$ cat src/rtl/sc_program_loader.sv
// Boot loader for the single-cycle MIPS core: receives a length-prefixed, XOR-checked byte
// stream and writes big-endian words into instruction memory. After that it releases the core.
module sc_program_loader #(
  parameter int ADDR_WIDTH = 8,
  parameter int MAX_WORDS  = 256
) (
  input  logic                  clk,
  input  logic                  reset,
  input  logic                  load,
  input  logic [7:0]            in_data,
  input  logic                  in_valid,
  output logic                  in_ready,
  output logic                  imem_we,
  output logic [ADDR_WIDTH-1:0] imem_addr,
  output logic [31:0]           imem_wdata,
  output logic                  cpu_enable,
  output logic                  busy,
  output logic                  error
);

  typedef enum logic [2:0] {
    S_HDR_HI,
    S_HDR_LO,
    S_DATA,
    S_CHK,
    S_RUN,
    S_ERROR
  } state_e;

  localparam logic [16:0] MAX_LEN = 17'(MAX_WORDS);

  state_e                state_q, state_d;
  logic [15:0]           len_q, len_d;
  logic [ADDR_WIDTH:0]   word_idx_q, word_idx_d;
  logic [1:0]            byte_idx_q, byte_idx_d;
  logic [23:0]           word_buf_q, word_buf_d;
  logic [7:0]            chk_q, chk_d;
  logic                  imem_we_q, imem_we_d;
  logic [ADDR_WIDTH-1:0] imem_addr_q, imem_addr_d;
  logic [31:0]           imem_wdata_q, imem_wdata_d;
  logic                  cpu_enable_q, cpu_enable_d;
  logic                  busy_q, busy_d;
  logic                  error_q, error_d;

  logic loading;
  logic accept;

  assign loading  = (state_q == S_HDR_HI) || (state_q == S_HDR_LO) ||
                    (state_q == S_DATA)   || (state_q == S_CHK);
  assign in_ready = loading && !load;
  assign accept   = in_valid && in_ready;

  always_comb begin
    // NOTE: every signal gets its hold value first so no path through the case leaves a latch.
    state_d      = state_q;
    len_d        = len_q;
    word_idx_d   = word_idx_q;
    byte_idx_d   = byte_idx_q;
    word_buf_d   = word_buf_q;
    chk_d        = chk_q;
    imem_we_d    = 1'b0;
    imem_addr_d  = imem_addr_q;
    imem_wdata_d = imem_wdata_q;

    if (load) begin
      state_d    = S_HDR_HI;
      len_d      = '0;
      word_idx_d = '0;
      byte_idx_d = '0;
      word_buf_d = '0;
      chk_d      = '0;
    end else if (accept) begin
      unique case (state_q)
        S_HDR_HI: begin
          len_d   = {in_data, len_q[7:0]};
          state_d = S_HDR_LO;
        end
        S_HDR_LO: begin
          len_d = {len_q[15:8], in_data};
          if (len_d == 16'd0 || {1'b0, len_d} > MAX_LEN) state_d = S_ERROR;
          else                                           state_d = S_DATA;
        end
        S_DATA: begin
          chk_d      = chk_q ^ in_data;
          byte_idx_d = byte_idx_q + 2'd1;
          word_buf_d = {word_buf_q[15:0], in_data};
          // Last byte of a word: issue the write next cycle from the registered strobe.
          if (byte_idx_q == 2'd3) begin
            imem_we_d    = 1'b1;
            imem_addr_d  = word_idx_q[ADDR_WIDTH-1:0];
            imem_wdata_d = {word_buf_q, in_data};
            word_idx_d   = word_idx_q + 1'b1;
            if (16'(word_idx_q) == len_q - 16'd1) state_d = S_CHK;
          end
        end
        S_CHK: begin
          state_d = (in_data == chk_q) ? S_RUN : S_ERROR;
        end
        default: ;
      endcase
    end

    cpu_enable_d = (state_d == S_RUN);
    error_d      = (state_d == S_ERROR);
    busy_d       = (state_d == S_HDR_HI) || (state_d == S_HDR_LO) ||
                   (state_d == S_DATA)   || (state_d == S_CHK);
  end

  // NOTE: state is updated only with non-blocking assignments so every flop samples pre-edge values.
  always_ff @(posedge clk or negedge reset) begin
    if (!reset) begin
      state_q      <= S_HDR_HI;
      len_q        <= '0;
      word_idx_q   <= '0;
      byte_idx_q   <= '0;
      word_buf_q   <= '0;
      chk_q        <= '0;
      imem_we_q    <= 1'b0;
      imem_addr_q  <= '0;
      imem_wdata_q <= '0;
      cpu_enable_q <= 1'b0;
      busy_q       <= 1'b0;
      error_q      <= 1'b0;
    end else begin
      state_q      <= state_d;
      len_q        <= len_d;
      word_idx_q   <= word_idx_d;
      byte_idx_q   <= byte_idx_d;
      word_buf_q   <= word_buf_d;
      chk_q        <= chk_d;
      imem_we_q    <= imem_we_d;
      imem_addr_q  <= imem_addr_d;
      imem_wdata_q <= imem_wdata_d;
      cpu_enable_q <= cpu_enable_d;
      busy_q       <= busy_d;
      error_q      <= error_d;
    end
  end

  assign imem_we    = imem_we_q;
  assign imem_addr  = imem_addr_q;
  assign imem_wdata = imem_wdata_q;
  assign cpu_enable = cpu_enable_q;
  assign busy       = busy_q;
  assign error      = error_q;

endmodule
$ cat config.mk
export PLATFORM = sky130hd
export DESIGN_NAME = sc_program_loader
export DESIGN_NICKNAME = d
export VERILOG_FILES = /design/src/rtl/sc_program_loader.sv
export SDC_FILE = /design/constraint.sdc
export NUM_CORES = 1
export LEC_CHECK = 0
export ABC_AREA = 1
export BUFFER_PORTS_ARGS = -buffer_cell sky130_fd_sc_hd__buf_2
export CAP_MARGIN = 20
export CORE_MARGIN = 4
export CORE_UTILIZATION = 45
export CTS_CLUSTER_DIAMETER = 50
export CTS_CLUSTER_SIZE = 20
export DETAILED_ROUTE_END_ITERATION = 12
export GPL_TIMING_DRIVEN = 0
export HOLD_SLACK_MARGIN = 0.02
export PLACE_DENSITY = 0.74
export SLEW_MARGIN = 10
export SYNTH_ARGS = -nofsm -noshare
export SYNTH_HDL_FRONTEND = slang
export SYNTH_SLANG_ARGS = --single-unit
export TNS_END_PERCENT = 5
$ cat constraint.sdc
create_clock -name clk -period 3.4 [get_ports clk]
set_input_delay 1.02 -clock clk [delete_from_list [all_inputs] [get_ports clk]]
set_output_delay 1.02 -clock clk [all_outputs]
set_load 0.05 [all_outputs]
==> impl_results.html, run 1 <==
<table>
<tr><th>Metric</th><th>Value</th></tr>
<tr><th colspan="2">Timing</th></tr>
<tr><td>Setup violations, final</td><td>0</td></tr>
<tr><td>Final-report max-slew violation count</td><td>0</td></tr>
<tr><td>Final setup TNS</td><td>0 ns</td></tr>
<tr><td>Slew HR</td><td>60.9%</td></tr>
<tr><td>Least-Margin Pin Slew</td><td>just under 0.6 ns</td></tr>
<tr><td>Final critical path time including I/O delays and setup</td><td>about 2.6 ns</td></tr>
<tr><td>Clock Skews</td><td>between 0.01 and 0.015 ns</td></tr>
<tr><td>Highest attainable clock frequency</td><td>391 MHz</td></tr>
<tr><td>Period utilization</td><td>between 70% and 80%</td></tr>
<tr><td>Number of endpoints with negative hold slack in the final report</td><td>0</td></tr>
<tr><td>Setup repair after global routing missed its margin</td><td>false</td></tr>
<tr><td>Smallest setup slack after layout</td><td>0.841 ns</td></tr>
<tr><td>Min Hold Slack</td><td>0.487 ns</td></tr>
<tr><th colspan="2">Layout</th></tr>
<tr><td>Share of post-route cells with drive strength above 1</td><td>14.0%</td></tr>
<tr><td>Area grow syn2layout</td><td>13.8%</td></tr>
<tr><td>Non-filler cells, final</td><td>777</td></tr>
<tr><td>Area of the multi-input gates</td><td>1820 um^2</td></tr>
<tr><td>Register area</td><td>about 2700 um^2</td></tr>
<tr><td>Count of inserted antenna diode cells</td><td>0</td></tr>
<tr><td>Number of nets at the end of the flow</td><td>651</td></tr>
<tr><td>Number of filler instances in the final layout</td><td>973</td></tr>
<tr><th colspan="2">Synthesis</th></tr>
<tr><td>Share of Yosys cell area claimed by the top area cell type</td><td>a little under three fifths</td></tr>
<tr><td>Async SR Flop Fraction</td><td>100%</td></tr>
<tr><td>Top cell type by total area after synthesis</td><td>sky130_fd_sc_hd__dfrtp_1</td></tr>
<tr><td>Adder-cell area share of the yosys netlist</td><td>0.779%</td></tr>
<tr><td>Compound-gate portion of the synthesized area</td><td>a little under an eighth</td></tr>
<tr><td>Post-synthesis share of cell area spent on xor and xnor gates</td><td>~2.7%</td></tr>
<tr><td>Mux cell area share after synthesis</td><td>0%</td></tr>
<tr><td>Count leader, synth</td><td>sky130_fd_sc_hd__nand2_1</td></tr>
<tr><td>Mean cell area of the mapped netlist</td><td>~8.5 um^2</td></tr>
<tr><td>Post-synthesis cell count</td><td>569</td></tr>
<tr><td>#FFs+latches synth</td><td>106</td></tr>
<tr><td>Commonest cells post-synth</td><td>sky130_fd_sc_hd__nand2_1 (144), sky130_fd_sc_hd__dfrtp_1 (106), sky130_fd_sc_hd__inv_1 (66)</td></tr>
<tr><td>Post-synthesis cell area</td><td>4820 um^2</td></tr>
<tr><td>Post-synthesis sequential area ratio</td><td>55.1%</td></tr>
<tr><td>Main combinational cell family by area after synthesis</td><td>simple AND/OR/NAND/NOR gates</td></tr>
<tr><td>Count of different cell masters after synthesis</td><td>37</td></tr>
<tr><td>Syn nets</td><td>584</td></tr>
<tr><td>Warnings from Yosys</td><td>0</td></tr>
<tr><td>Synthesized-area fraction occupied by and/or/nand/nor cells</td><td>23.1%</td></tr>
<tr><td>Primary FF master, synth</td><td>sky130_fd_sc_hd__dfrtp_1</td></tr>
<tr><td>Area contributors post-synth</td><td>sky130_fd_sc_hd__dfrtp_1 (55%), sky130_fd_sc_hd__nand2_1 (11%), sky130_fd_sc_hd__o21ai_0 (6.3%)</td></tr>
<tr><td>Number of enable flip-flop cells after synthesis</td><td>0</td></tr>
<tr><th colspan="2">Floorplanning</th></tr>
<tr><td>Number of ports placed on the die boundary</td><td>57</td></tr>
<tr><td>Horizontal extent of the die</td><td>~110 um</td></tr>
<tr><td>Floorplan die height</td><td>roughly 110 um</td></tr>
<tr><td>Placeable Area</td><td>10400 um^2</td></tr>
<tr><td>Full die area</td><td>12400 um^2</td></tr>
<tr><td>Initial core utilization</td><td>46.5%</td></tr>
<tr><td># rows</td><td>37</td></tr>
<tr><th colspan="2">Global routing</th></tr>
<tr><td>Via count of the first global-routing pass</td><td>roughly 3900</td></tr>
<tr><td>Remaining global-route overflow</td><td>0</td></tr>
<tr><td>GR Util All Layers</td><td>just under 20%</td></tr>
<tr><td>Initial antenna violation count</td><td>0</td></tr>
<tr><td>Pin count of the biggest net entering global routing</td><td>77</td></tr>
<tr><td>Wire length of the first global-routing pass</td><td>19800 um</td></tr>
<tr><th colspan="2">Pwr</th></tr>
<tr><td>Total power per unit cell area</td><td>438 nW/um^2</td></tr>
<tr><td>Power consumption</td><td>2400 uW</td></tr>
<tr><td>Peak supply drop</td><td>0.336 mV</td></tr>
<tr><td>Leak Pwr</td><td>approximately 0.0028 uW</td></tr>
<tr><th colspan="2">Route</th></tr>
<tr><td>Detailed Route Iter0 Violations</td><td>332</td></tr>
<tr><td>Drt pass-1 iters</td><td>5</td></tr>
<tr><td>Amount of wire on met2 after detailed routing</td><td>5240 um</td></tr>
<tr><td>Highest Signal Layer</td><td>met4</td></tr>
<tr><td>DR vias</td><td>4054</td></tr>
<tr><td>Ratio of routed vias to standard cells</td><td>5.22</td></tr>
<tr><td>M1 WL</td><td>5520 um</td></tr>
<tr><td>Number of remaining DRC errors</td><td>0</td></tr>
<tr><td>Routed wirelength normalized by instance count</td><td>15.0 um</td></tr>
<tr><td>Met3 Wirelength</td><td>approximately 750 um</td></tr>
<tr><td>Remaining number of nets flagged by the antenna check after routing</td><td>0</td></tr>
<tr><td>Total detailed-routing wirelength</td><td>11700 um</td></tr>
<tr><th colspan="2">Worst setup path</th></tr>
<tr><td>Critical Path End Type</td><td>primary output</td></tr>
<tr><td>Biggest fanout along the worst timing path</td><td>8</td></tr>
<tr><td>Launching element type of the critical path</td><td>primary input</td></tr>
<tr><td>Arrival time of the worst setup path</td><td>1.54 ns</td></tr>
<tr><td>Kind of critical path</td><td>primary input to primary output</td></tr>
<tr><td>Required time reported for the critical path endpoint</td><td>between 2 and 2.5 ns</td></tr>
<tr><th colspan="2">CTS</th></tr>
<tr><td>Number of resized instances in the post-cts repair step</td><td>0</td></tr>
<tr><td>CTS clock-pin slew for the worst setup and hold paths</td><td>0.10 ns</td></tr>
<tr><td>CTS tree</td><td>yes</td></tr>
<tr><td>Clock sinks</td><td>106</td></tr>
<tr><td>H-tree Lvls</td><td>3</td></tr>
<tr><td>Insertion delay to the later sink of the worst-skew pair</td><td>0.38 ns</td></tr>
<tr><td>Number of buffers added by the clock tree synthesis step</td><td>9</td></tr>
<tr><td>Buffer count from post-CTS setup fixing</td><td>0</td></tr>
<tr><td>Cts-stage hold buffer count</td><td>0</td></tr>
<tr><td>Root buffer cell</td><td>sky130_fd_sc_hd__clkbuf_8</td></tr>
<tr><td>Maximum root-to-sink buffer count</td><td>2</td></tr>
<tr><th colspan="2">Place</th></tr>
<tr><td>Placed cells</td><td>761</td></tr>
<tr><td>Detailed-placement wirelength estimate</td><td>8490 um</td></tr>
<tr><td>Worst setup slack before clock tree synthesis</td><td>around 0.84 ns</td></tr>
<tr><td>Buffers added on ports</td><td>55</td></tr>
<tr><td>Final weighted congestion in routability-driven placement</td><td>0.855</td></tr>
<tr><th colspan="2">Flow run</th></tr>
<tr><td>Max-Cap Viols</td><td>0</td></tr>
<tr><th colspan="2">Run status</th></tr>
<tr><td>Result of the run</td><td>completed</td></tr>
<tr><th colspan="2">Worst hold path</th></tr>
<tr><td>Type of the tightest min-delay check</td><td>flip-flop to flip-flop</td></tr>
</table>
[per-stage QoR]
step	util (%)	area, um^2
2_1_floorplan	-	4820
3_3_place_gp	50.8	5260
3_5_place_dp	51.1	5300
4_1_cts	52.9	5480
5_1_grt	52.9	5480
6_report	52.9	5480
[final timing paths]
path,from,to,slack (ns),cells past startpoint
worst max register to register,len_q[0]$_DFFE_PN0P_,error$_DFF_PN0_,1.36,14
worst max-delay path,load,in_ready,0.84,3
worst min-delay path,imem_wdata[15]$_DFFE_PN0P_,imem_wdata[15]$_DFFE_PN0P_,0.49,2
worst min register to register,imem_wdata[15]$_DFFE_PN0P_,imem_wdata[15]$_DFFE_PN0P_,0.49,2
max in group asynchronous,reset,imem_wdata[29]$_DFFE_PN0P_,2.23,2
min in group asynchronous,reset,word_buf_q[7]$_DFFE_PN0P_,0.50,1
[state kept, by name, indices dropped and copies added (netlist names), 2 cells and up]
name and flops:
imem_wdata 32, chk_q 8, word_buf_q 24, imem_addr 8, byte_idx_q 2, len_q 16
state_q 3, word_idx_q 9
[per-layer routing]
metal / track usage (%) / vias to the layer above
met4: 4.38 / 0
met1: 28.9 / 1921
li1: - / 1972
met2: 29.6 / 148
met5: 0 / -
met3: 4.84 / 13
[critical path: stages]
cell	delay, ns
sky130_fd_sc_hd__buf_6	0.13
sky130_fd_sc_hd__nor2_4	0.12
sky130_fd_sc_hd__buf_2	0.27
[logic make-up after synthesis]
kind of cell             after synthesis
AO/OA/AOI/OAI                         98
XOR/XNOR                              15
adder cells (fa/ha/maj)                3
buffers and inverters                 87
flip-flops                           106
AND/OR/NAND/NOR                      260
[placed cells by master, fill, tap and decap left out, drive strengths merged, types with 2 or more instances in the layout]
cell type / Yosys / layout
nand2: 146 / 146
dfrtp: 106 / 106
inv: 67 / 71
o21ai: 69 / 69
buf: 10 / 66
nor2: 55 / 55
nand3: 44 / 44
o22ai: 18 / 18
clkbuf: 9 / 18
xor2: 9 / 9
nor3: 8 / 8
xnor2: 6 / 6
a21oi: 4 / 4
ha: 3 / 3
clkinv: 1 / 2
nand4: 2 / 2
a31oi: 2 / 2
clkinvlp: 0 / 2
[power by group]
part | internal (uW) | switching, uW | leakage [uW]
Combinational | 105 | 234 | 0.00126
Sequential | 1290 | 25.3 | 0.00147
Clock | 281 | 469 | 0.0000901
Total | 1670 | 728 | 0.00282
[layout make-up]
cell class,count,area share [%]
flip-flops and latches,106,48.4
multi-input cells,376,33.3
repair buffers,56,5.64
inverters,68,4.68
well taps,136,3.10
clock buffers,9,2.26
plain buffers,19,1.55
clock inverters,7,1.10
Note: power is estimated with default switching activity, not from simulation.
==> inputs of run 2 (changes only) <==
==> constraint.sdc (replaced) <==
create_clock -name clk -period 2.5 [get_ports clk]
set_input_delay 0.75 -clock clk [delete_from_list [all_inputs] [get_ports clk]]
set_output_delay 0.75 -clock clk [all_outputs]
set_load 0.05 [all_outputs]
==> run 2 against run 1 <==
Net effect: sequential power grew 36%; total power grew 36%; critical path depth grew 11; die area is the same; non-clock buffer count is the same; final area is the same; critical path type is now flip-flop to flip-flop; critical endpoint is now error$_DFF_PN0_.
==> impl_results.html, run 2 (synthesis gave the netlist of run 1 again) <==
<table>
<tr><th>Metric</th><th>Value</th></tr>
<tr><th colspan="2">CTS</th></tr>
<tr><td>Buffer count from post-CTS setup fixing</td><td>0 (unchanged)</td></tr>
<tr><td>Root buffer cell</td><td>sky130_fd_sc_hd__clkbuf_8</td></tr>
<tr><td>Maximum root-to-sink buffer count</td><td>2 (unchanged)</td></tr>
<tr><td>Number of resized instances in the post-cts repair step</td><td>0 (unchanged)</td></tr>
<tr><td>CTS tree</td><td>yes</td></tr>
<tr><td>Insertion delay to the later sink of the worst-skew pair</td><td>0.38 ns (about the same)</td></tr>
<tr><td>Cts-stage hold buffer count</td><td>0 (unchanged)</td></tr>
<tr><td>H-tree Lvls</td><td>3 (unchanged)</td></tr>
<tr><td>CTS clock-pin slew for the worst setup and hold paths</td><td>0.10 ns (about the same)</td></tr>
<tr><td>Number of buffers added by the clock tree synthesis step</td><td>9 (unchanged)</td></tr>
<tr><td>Clock sinks</td><td>106 (unchanged)</td></tr>
<tr><th colspan="2">Worst setup path</th></tr>
<tr><td>Biggest fanout along the worst timing path</td><td>6 (-2)</td></tr>
<tr><td>Arrival time of the worst setup path</td><td>2.34 ns (+0.80 ns)</td></tr>
<tr><td>Crit-path cells</td><td>inv_1 &gt; ha_1 &gt; nand3_1 &gt; nor2_2 &gt; nor2_1 &gt; nor2_1 &gt; nand2_1 &gt; nor2_1 &gt; nand2_1 &gt; nor2_1 &gt; nand2_1 &gt; nand2_1 &gt; nand2_1 &gt; nor2_1</td></tr>
<tr><td>Slowest cell delay on critical path</td><td>0.41 ns (+0.14 ns)</td></tr>
<tr><td>Launching element type of the critical path</td><td>flip-flop</td></tr>
<tr><td>Kind of critical path</td><td>flip-flop to flip-flop</td></tr>
<tr><td>Critical Path End Type</td><td>flip-flop</td></tr>
<tr><td>Crit-path slowest cell</td><td>sky130_fd_sc_hd__dfrtp_1</td></tr>
<tr><td>Required time reported for the critical path endpoint</td><td>2.81 ns (+0.43 ns)</td></tr>
<tr><th colspan="2">Place</th></tr>
<tr><td>Final weighted congestion in routability-driven placement</td><td>0.855 (unchanged)</td></tr>
<tr><td>Placed inst area</td><td>5300 um^2 (unchanged)</td></tr>
<tr><td>Buffers added on ports</td><td>55 (unchanged)</td></tr>
<tr><td>Detailed-placement wirelength estimate</td><td>8490 um (unchanged)</td></tr>
<tr><th colspan="2">Layout</th></tr>
<tr><td>Final core utilization</td><td>52.9% (unchanged)</td></tr>
<tr><td>Post-route cell area</td><td>5480 um^2 (unchanged)</td></tr>
<tr><td>Count of inserted antenna diode cells</td><td>0 (unchanged)</td></tr>
<tr><td>Max reg flops</td><td>32 (unchanged)</td></tr>
<tr><td>Commonest non-fill, non-tap cells in the layout</td><td>sky130_fd_sc_hd__nand2_1 (144), sky130_fd_sc_hd__dfrtp_1 (106), sky130_fd_sc_hd__inv_1 (66), sky130_fd_sc_hd__o21ai_0 (61), sky130_fd_sc_hd__buf_2 (59)</td></tr>
<tr><td>Area grow syn2layout</td><td>13.8% (unchanged)</td></tr>
<tr><td>Most common library cell in the layout ignoring fill and taps</td><td>sky130_fd_sc_hd__nand2_1</td></tr>
<tr><td>Number of nets at the end of the flow</td><td>651 (unchanged)</td></tr>
<tr><td>Share of post-route cells with drive strength above 1</td><td>14.0% (unchanged)</td></tr>
<tr><th colspan="2">Flow run</th></tr>
<tr><td>Max-Cap Viols</td><td>0 (unchanged)</td></tr>
<tr><th colspan="2">Route</th></tr>
<tr><td>Drt pass-1 iters</td><td>5 (unchanged)</td></tr>
<tr><td>Routed wirelength normalized by instance count</td><td>15.0 um (about the same)</td></tr>
<tr><td>Ratio of routed vias to standard cells</td><td>5.21 (-0.20%)</td></tr>
<tr><td>Number of remaining DRC errors</td><td>0 (unchanged)</td></tr>
<tr><td>DR vias</td><td>4046 (-0.20%)</td></tr>
<tr><td>Detailed Route Iter0 Violations</td><td>304 (-8.4%)</td></tr>
<tr><td>Remaining number of nets flagged by the antenna check after routing</td><td>0 (unchanged)</td></tr>
<tr><td>Total detailed-routing wirelength</td><td>11700 um (about the same)</td></tr>
<tr><th colspan="2">Timing</th></tr>
<tr><td>Final-report max-slew violation count</td><td>0 (unchanged)</td></tr>
<tr><td>Setup violations, final</td><td>0 (unchanged)</td></tr>
<tr><td>Final critical path time including I/O delays and setup</td><td>2.03 ns</td></tr>
<tr><td>Slew HR</td><td>61.7% (+0.87 points)</td></tr>
<tr><td>Least-Margin Pin Slew</td><td>0.574 ns (-0.0131 ns)</td></tr>
<tr><td>Setup repair after global routing missed its margin</td><td>false</td></tr>
<tr><td>Number of endpoints with negative hold slack in the final report</td><td>0 (unchanged)</td></tr>
<tr><td>Period utilization</td><td>81.3%</td></tr>
<tr><td>Highest attainable clock frequency</td><td>between 400 and 500 MHz</td></tr>
<tr><td>Clock Skews</td><td>0.0107 ns (+0.0000793 ns)</td></tr>
<tr><th colspan="2">Global routing</th></tr>
<tr><td>GR Util All Layers</td><td>19.6% (unchanged)</td></tr>
<tr><td>Remaining global-route overflow</td><td>0 (unchanged)</td></tr>
<tr><td>Via count of the first global-routing pass</td><td>3853 (-0.026%)</td></tr>
<tr><td>Wire length of the first global-routing pass</td><td>19800 um (unchanged)</td></tr>
<tr><td>Pin count of the biggest net entering global routing</td><td>77 (unchanged)</td></tr>
<tr><td>Initial antenna violation count</td><td>0 (unchanged)</td></tr>
<tr><th colspan="2">Worst hold path</th></tr>
<tr><td>Type of the tightest min-delay check</td><td>primary input to asynchronous set/reset pin</td></tr>
<tr><th colspan="2">Floorplanning</th></tr>
<tr><td>Floorplan die height</td><td>111 um (unchanged)</td></tr>
<tr><td># rows</td><td>37 (unchanged)</td></tr>
<tr><td>Number of ports placed on the die boundary</td><td>57 (unchanged)</td></tr>
<tr><td>Initial core utilization</td><td>46.5% (unchanged)</td></tr>
<tr><td>Full die area</td><td>12400 um^2 (unchanged)</td></tr>
<tr><td>Placeable Area</td><td>10400 um^2 (unchanged)</td></tr>
<tr><td>Horizontal extent of the die</td><td>111 um (unchanged)</td></tr>
<tr><th colspan="2">Pwr</th></tr>
<tr><td>Power consumption</td><td>3270 uW (+36%)</td></tr>
<tr><td>Sw power</td><td>991 uW (+36%)</td></tr>
<tr><td>Proportion of power drawn by the clock network</td><td>31.2% (about the same)</td></tr>
<tr><td>Internal power contribution</td><td>2280 uW (+36%)</td></tr>
<tr><td>Leak Pwr</td><td>0.00282 uW (unchanged)</td></tr>
<tr><td>Switching share of power</td><td>30.3% (about the same)</td></tr>
<tr><td>Relative contribution of sequential cells to total power</td><td>54.7% (about the same)</td></tr>
<tr><td>Peak supply drop</td><td>0.459 mV (+37%)</td></tr>
<tr><td>Total power per unit cell area</td><td>596 nW/um^2 (+36%)</td></tr>
<tr><td>Combinational share of power</td><td>14.1% (about the same)</td></tr>
<tr><th colspan="2">Run status</th></tr>
<tr><td>Result of the run</td><td>completed</td></tr>
</table>
run 2: cell counts in the layout (fill, tap and decap cells not counted):
No cell type changed its count.
run 2: final timing paths:
check / start / end / slack (ns) / cells after the start
worst max-delay path: len_q[0]$_DFFE_PN0P_ / error$_DFF_PN0_ / 0.47 / 14
worst min-delay path: reset / word_buf_q[7]$_DFFE_PN0P_ / 0.24 / 1
worst max register to register: len_q[0]$_DFFE_PN0P_ / error$_DFF_PN0_ / 0.47 / 14
worst min register to register: imem_wdata[15]$_DFFE_PN0P_ / imem_wdata[15]$_DFFE_PN0P_ / 0.49 / 2
max in group asynchronous: reset / imem_wdata[29]$_DFFE_PN0P_ / 1.60 / 2
min in group clk: imem_wdata[15]$_DFFE_PN0P_ / imem_wdata[15]$_DFFE_PN0P_ / 0.49 / 2
run 2: through the flow:
step	TNS (ns)	hold slack [ns]	cells	setup slack [ns]
6_report	0	0.236	777	0.467
5_1_grt	0	0.244	777	0.224
4_1_cts	0	0.239	777	0.476
3_5_place_dp	0	0.469	761	0.251
3_3_place_gp	-48.19	0.450	760	-0.461
2_1_floorplan	0	0.450	569	0.344
run 2: final cells by class:
type	count	area [um^2]
buffer	19	85.1
clock buffer	9	124
clock inverter	7	60.1
fill	973	4890
inverter	68	256
multi-input combinational	376	1820
sequential	106	2650
tap	136	170
timing repair buffer	56	309
run 2: critical path, delay by kind of cell, from the launching register on:
kind                     cells  cell delay, ns
adder cells (fa/ha/maj)      1            0.23
buffers and inverters        1            0.15
flip-flops                   1            0.41
AND/OR/NAND/NOR             12            1.19
run 2: metal layers:
| layer | up-vias | part of all wire [%] | global-route usage (%) |
|---|---|---|---|
| met5 | - | 0 | 0 |
| met4 | 0 | 1.5 | 4.54 |
| met3 | 14 | 6.7 | 4.84 |
| met2 | 148 | 46 | 29.4 |
| met1 | 1920 | 46 | 29.0 |
| li1 | 1964 | - | - |
run 2: power by group through the flow:
stage	logic (uW)	registers, uW	clock network [uW]
finish	460	1790	1020
global placement	439	1820	0
detailed placement	456	1820	0
floorplan	301	1830	0
CTS	459	1790	1040
global route	522	1790	1110
==> inputs of run 3 (changes only) <==
==> constraint.sdc (replaced) <==
create_clock -name clk -period 2 [get_ports clk]
set_input_delay 0.6 -clock clk [delete_from_list [all_inputs] [get_ports clk]]
set_output_delay 0.6 -clock clk [all_outputs]
set_load 0.05 [all_outputs]
==> run 3 against run 2 <==
Net effect: highest routed layer unchanged; clock power up 36%; via count up 0.67%; largest cell class unchanged; clock skew down 0.00059 ns; maximum frequency up 11%; largest power group unchanged.
==> impl_results.html, run 3 (synthesis gave the netlist of run 1 again) <==
<table>
<tr><th>Metric</th><th>Value</th></tr>
<tr><th colspan="2">Timing</th></tr>
<tr><td>Number of endpoints with negative hold slack in the final report</td><td>0 (unchanged)</td></tr>
<tr><td>Final critical path time including I/O delays and setup</td><td>1.82 ns (-0.208 ns)</td></tr>
<tr><td>Highest attainable clock frequency</td><td>548 MHz (+11%)</td></tr>
<tr><td>Period utilization</td><td>91.2% (+9.9 points)</td></tr>
<tr><td>Smallest setup slack after layout</td><td>0.175 ns (-0.292 ns)</td></tr>
<tr><td>Slew HR</td><td>61.2% (-0.51 points)</td></tr>
<tr><td>Clock Skews</td><td>0.0102 ns (-0.000587 ns)</td></tr>
<tr><td>Setup violations, final</td><td>0 (unchanged)</td></tr>
<tr><td>Setup repair after global routing missed its margin</td><td>false</td></tr>
<tr><td>Least-Margin Pin Slew</td><td>0.582 ns (+0.00768 ns)</td></tr>
<tr><td>Final-report max-slew violation count</td><td>0 (unchanged)</td></tr>
<tr><th colspan="2">Layout</th></tr>
<tr><td>Max reg flops</td><td>32 (unchanged)</td></tr>
<tr><td>Most common library cell in the layout ignoring fill and taps</td><td>sky130_fd_sc_hd__nand2_1</td></tr>
<tr><td>Share of post-route cells with drive strength above 1</td><td>14.9% (+0.89 points)</td></tr>
<tr><td>Post-route cell area</td><td>5550 um^2 (+1.2%)</td></tr>
<tr><td>Number of nets at the end of the flow</td><td>653 (+0.31%)</td></tr>
<tr><td>Count of inserted antenna diode cells</td><td>0 (unchanged)</td></tr>
<tr><td>Number of filler instances in the final layout</td><td>990 (+1.7%)</td></tr>
<tr><td>Commonest non-fill, non-tap cells in the layout</td><td>sky130_fd_sc_hd__nand2_1 (144), sky130_fd_sc_hd__dfrtp_1 (106), sky130_fd_sc_hd__inv_1 (65), sky130_fd_sc_hd__o21ai_0 (60), sky130_fd_sc_hd__buf_2 (59)</td></tr>
<tr><td>Area grow syn2layout</td><td>15.1%</td></tr>
<tr><td>Non-filler cells, final</td><td>779 (+0.26%)</td></tr>
<tr><th colspan="2">Global routing</th></tr>
<tr><td>Pin count of the biggest net entering global routing</td><td>89 (+16%)</td></tr>
<tr><td>Wire length of the first global-routing pass</td><td>19800 um (+0.35%)</td></tr>
<tr><td>Via count of the first global-routing pass</td><td>4062 (+5.4%)</td></tr>
<tr><td>GR Util All Layers</td><td>19.7% (about the same)</td></tr>
<tr><td>Remaining global-route overflow</td><td>0 (unchanged)</td></tr>
<tr><td>Initial antenna violation count</td><td>0 (unchanged)</td></tr>
<tr><th colspan="2">Route</th></tr>
<tr><td>DR vias</td><td>4073 (+0.67%)</td></tr>
<tr><td>Routed wirelength normalized by instance count</td><td>15.1 um (+0.56%)</td></tr>
<tr><td>Detailed Route Iter0 Violations</td><td>357 (+17%)</td></tr>
<tr><td>Remaining number of nets flagged by the antenna check after routing</td><td>0 (unchanged)</td></tr>
<tr><td>Number of remaining DRC errors</td><td>0 (unchanged)</td></tr>
<tr><td>Ratio of routed vias to standard cells</td><td>5.23 (+0.41%)</td></tr>
<tr><td>Total detailed-routing wirelength</td><td>11800 um (+0.82%)</td></tr>
<tr><td>Drt pass-1 iters</td><td>5 (unchanged)</td></tr>
<tr><th colspan="2">Floorplanning</th></tr>
<tr><td>Full die area</td><td>12400 um^2 (unchanged)</td></tr>
<tr><td>Floorplan die height</td><td>111 um (unchanged)</td></tr>
<tr><td>Initial core utilization</td><td>46.5% (unchanged)</td></tr>
<tr><td># rows</td><td>37 (unchanged)</td></tr>
<tr><td>Placeable Area</td><td>10400 um^2 (unchanged)</td></tr>
<tr><td>Number of ports placed on the die boundary</td><td>57 (unchanged)</td></tr>
<tr><td>Horizontal extent of the die</td><td>111 um (unchanged)</td></tr>
<tr><th colspan="2">Worst setup path</th></tr>
<tr><td>Reg-to-reg slack, setup</td><td>0.18 ns (-0.29 ns)</td></tr>
<tr><td>Biggest fanout along the worst timing path</td><td>10 (+4)</td></tr>
<tr><td>Worst reg2reg path startpoint</td><td>byte_idx_q[0]$_DFFE_PN0P_</td></tr>
<tr><td>Crit-path cells</td><td>ha_1 &gt; inv_1 &gt; nor2_8 &gt; inv_2 &gt; clkbuf_1 &gt; o21ai_0</td></tr>
<tr><td>Critical Path End Type</td><td>flip-flop</td></tr>
<tr><td>Launch point of the critical path</td><td>byte_idx_q[0]$_DFFE_PN0P_</td></tr>
<tr><td>Arrival time of the worst setup path</td><td>2.05 ns (-0.29 ns)</td></tr>
<tr><td>Worst reg2reg path depth</td><td>6 (-8)</td></tr>
<tr><td>Launching element type of the critical path</td><td>flip-flop</td></tr>
<tr><td>Reg2reg end</td><td>imem_wdata[5]$_DFFE_PN0P_</td></tr>
<tr><td>Required time reported for the critical path endpoint</td><td>2.23 ns (-0.58 ns)</td></tr>
<tr><td>Slowest cell delay on critical path</td><td>0.42 ns (about the same)</td></tr>
<tr><td>Kind of critical path</td><td>flip-flop to flip-flop</td></tr>
<tr><td>Crit-path slowest cell</td><td>sky130_fd_sc_hd__clkbuf_1</td></tr>
<tr><th colspan="2">Place</th></tr>
<tr><td>Placed cells</td><td>761 (unchanged)</td></tr>
<tr><td>Worst setup slack before clock tree synthesis</td><td>-0.0689 ns (-0.320 ns)</td></tr>
<tr><td>Placed inst area</td><td>5300 um^2 (unchanged)</td></tr>
<tr><td>Detailed-placement wirelength estimate</td><td>8610 um (+1.4%)</td></tr>
<tr><td>Buffers added on ports</td><td>55 (unchanged)</td></tr>
<tr><td>Final weighted congestion in routability-driven placement</td><td>0.853 (-0.28%)</td></tr>
<tr><th colspan="2">Pwr</th></tr>
<tr><td>Total power per unit cell area</td><td>762 nW/um^2 (+28%)</td></tr>
<tr><td>Power consumption</td><td>4230 uW (+29%)</td></tr>
<tr><td>Peak supply drop</td><td>0.343 mV (-25%)</td></tr>
<tr><td>Leak Pwr</td><td>0.00286 uW (+1.3%)</td></tr>
<tr><th colspan="2">CTS</th></tr>
<tr><td>CTS tree</td><td>yes</td></tr>
<tr><td>Cts-stage hold buffer count</td><td>0 (unchanged)</td></tr>
<tr><td>CTS clock-pin slew for the worst setup and hold paths</td><td>0.10 ns (about the same)</td></tr>
<tr><td>Clock sinks</td><td>106 (unchanged)</td></tr>
<tr><td>Maximum root-to-sink buffer count</td><td>2 (unchanged)</td></tr>
<tr><td>Insertion delay to the later sink of the worst-skew pair</td><td>0.36 ns (-0.02 ns)</td></tr>
<tr><td>Root buffer cell</td><td>sky130_fd_sc_hd__clkbuf_8</td></tr>
<tr><td>Number of buffers added by the clock tree synthesis step</td><td>9 (unchanged)</td></tr>
<tr><td>H-tree Lvls</td><td>3 (unchanged)</td></tr>
<tr><th colspan="2">Flow run</th></tr>
<tr><td>Max-Cap Viols</td><td>0 (unchanged)</td></tr>
<tr><th colspan="2">Run status</th></tr>
<tr><td>Result of the run</td><td>completed</td></tr>
<tr><th colspan="2">Worst hold path</th></tr>
<tr><td>Type of the tightest min-delay check</td><td>primary input to asynchronous set/reset pin</td></tr>
</table>
run 3: changes by cell type in the layout (fill, tap and decap cells not counted), sizes merged:
cell,before,now
buf,66,68
clkinvlp,2,0
bufinv,0,1
clkbuf,18,19
clkinv,2,3
inv,71,70
run 3: layout make-up:
type | instances | area (um^2) | share of cell area, %
timing repair buffer | 58 | 324 | 5.84
clock inverter | 6 | 70.1 | 1.26
multi-input combinational | 376 | 1850 | 33.3
tap | 136 | 170 | 3.07
inverter | 68 | 256 | 4.63
clock buffer | 10 | 138 | 2.48
buffer | 19 | 85.1 | 1.53
sequential | 106 | 2650 | 47.8
run 3: worst max-delay path by stage:
stage | end | slack, ns | depth (start not counted)
2_1_floorplan | word_idx_q[8]$_DFFE_PN0P_ | 0.01 | 11
3_3_place_gp | chk_q[1]$_DFFE_PN0P_ | -0.79 | 1
3_5_place_dp | word_buf_q[4]$_DFFE_PN0P_ | -0.07 | 6
4_1_cts | error$_DFF_PN0_ | 0.02 | 14
5_1_grt | word_idx_q[8]$_DFFE_PN0P_ | 0.008 | 8
6_report | imem_wdata[5]$_DFFE_PN0P_ | 0.18 | 6
run 3: power by group:
| group | total (uW) | internal, uW | leakage, uW | switching [uW] |
|---|---|---|---|---|
| Sequential | 2240 | 2190 | 0.00147 | 43.7 |
| Combinational | 603 | 193 | 0.00128 | 410 |
| Clock | 1390 | 628 | 0.000108 | 760 |
run 3: layer usage:
metal	part of all wire, %	up-vias	global-route usage [%]	wire (um)
li1	-	1968	-	-
met1	46	1954	27.4	5430
met2	46	130	31.0	5410
met3	6.2	21	4.35	736
met4	1.8	0	6.00	209
met5	0	-	0	0
run 3: stage by stage:
stage	util [%]	hold slack, ns	setup TNS (ns)
finish	53.5	0.0559	0
detailed placement	51.1	0.453	-0.764
floorplan	-	0.304	0
global placement	50.8	0.451	-83.72
CTS	53.3	0.0520	0
global route	53.5	0.0539	0
run 3: what timing repair did:
| item | CTS | global route |
|---|---|---|
| gates resized for setup | 2 | 5 |
| setup endpoints to repair | 3 | 3 |
| pin swaps | 1 | 1 |
| buffers inserted | 1 | 1 |
run 3: worst max-delay path: cells and delay by family (launching register included):
kind | cells | cell delay, ns
adders and majority gates | 1 | 0.24
AOI/OAI and AO/OA | 1 | 0.15
buffers and inverters | 3 | 0.78
and+or+nand+nor | 1 | 0.10
DFF | 1 | 0.41
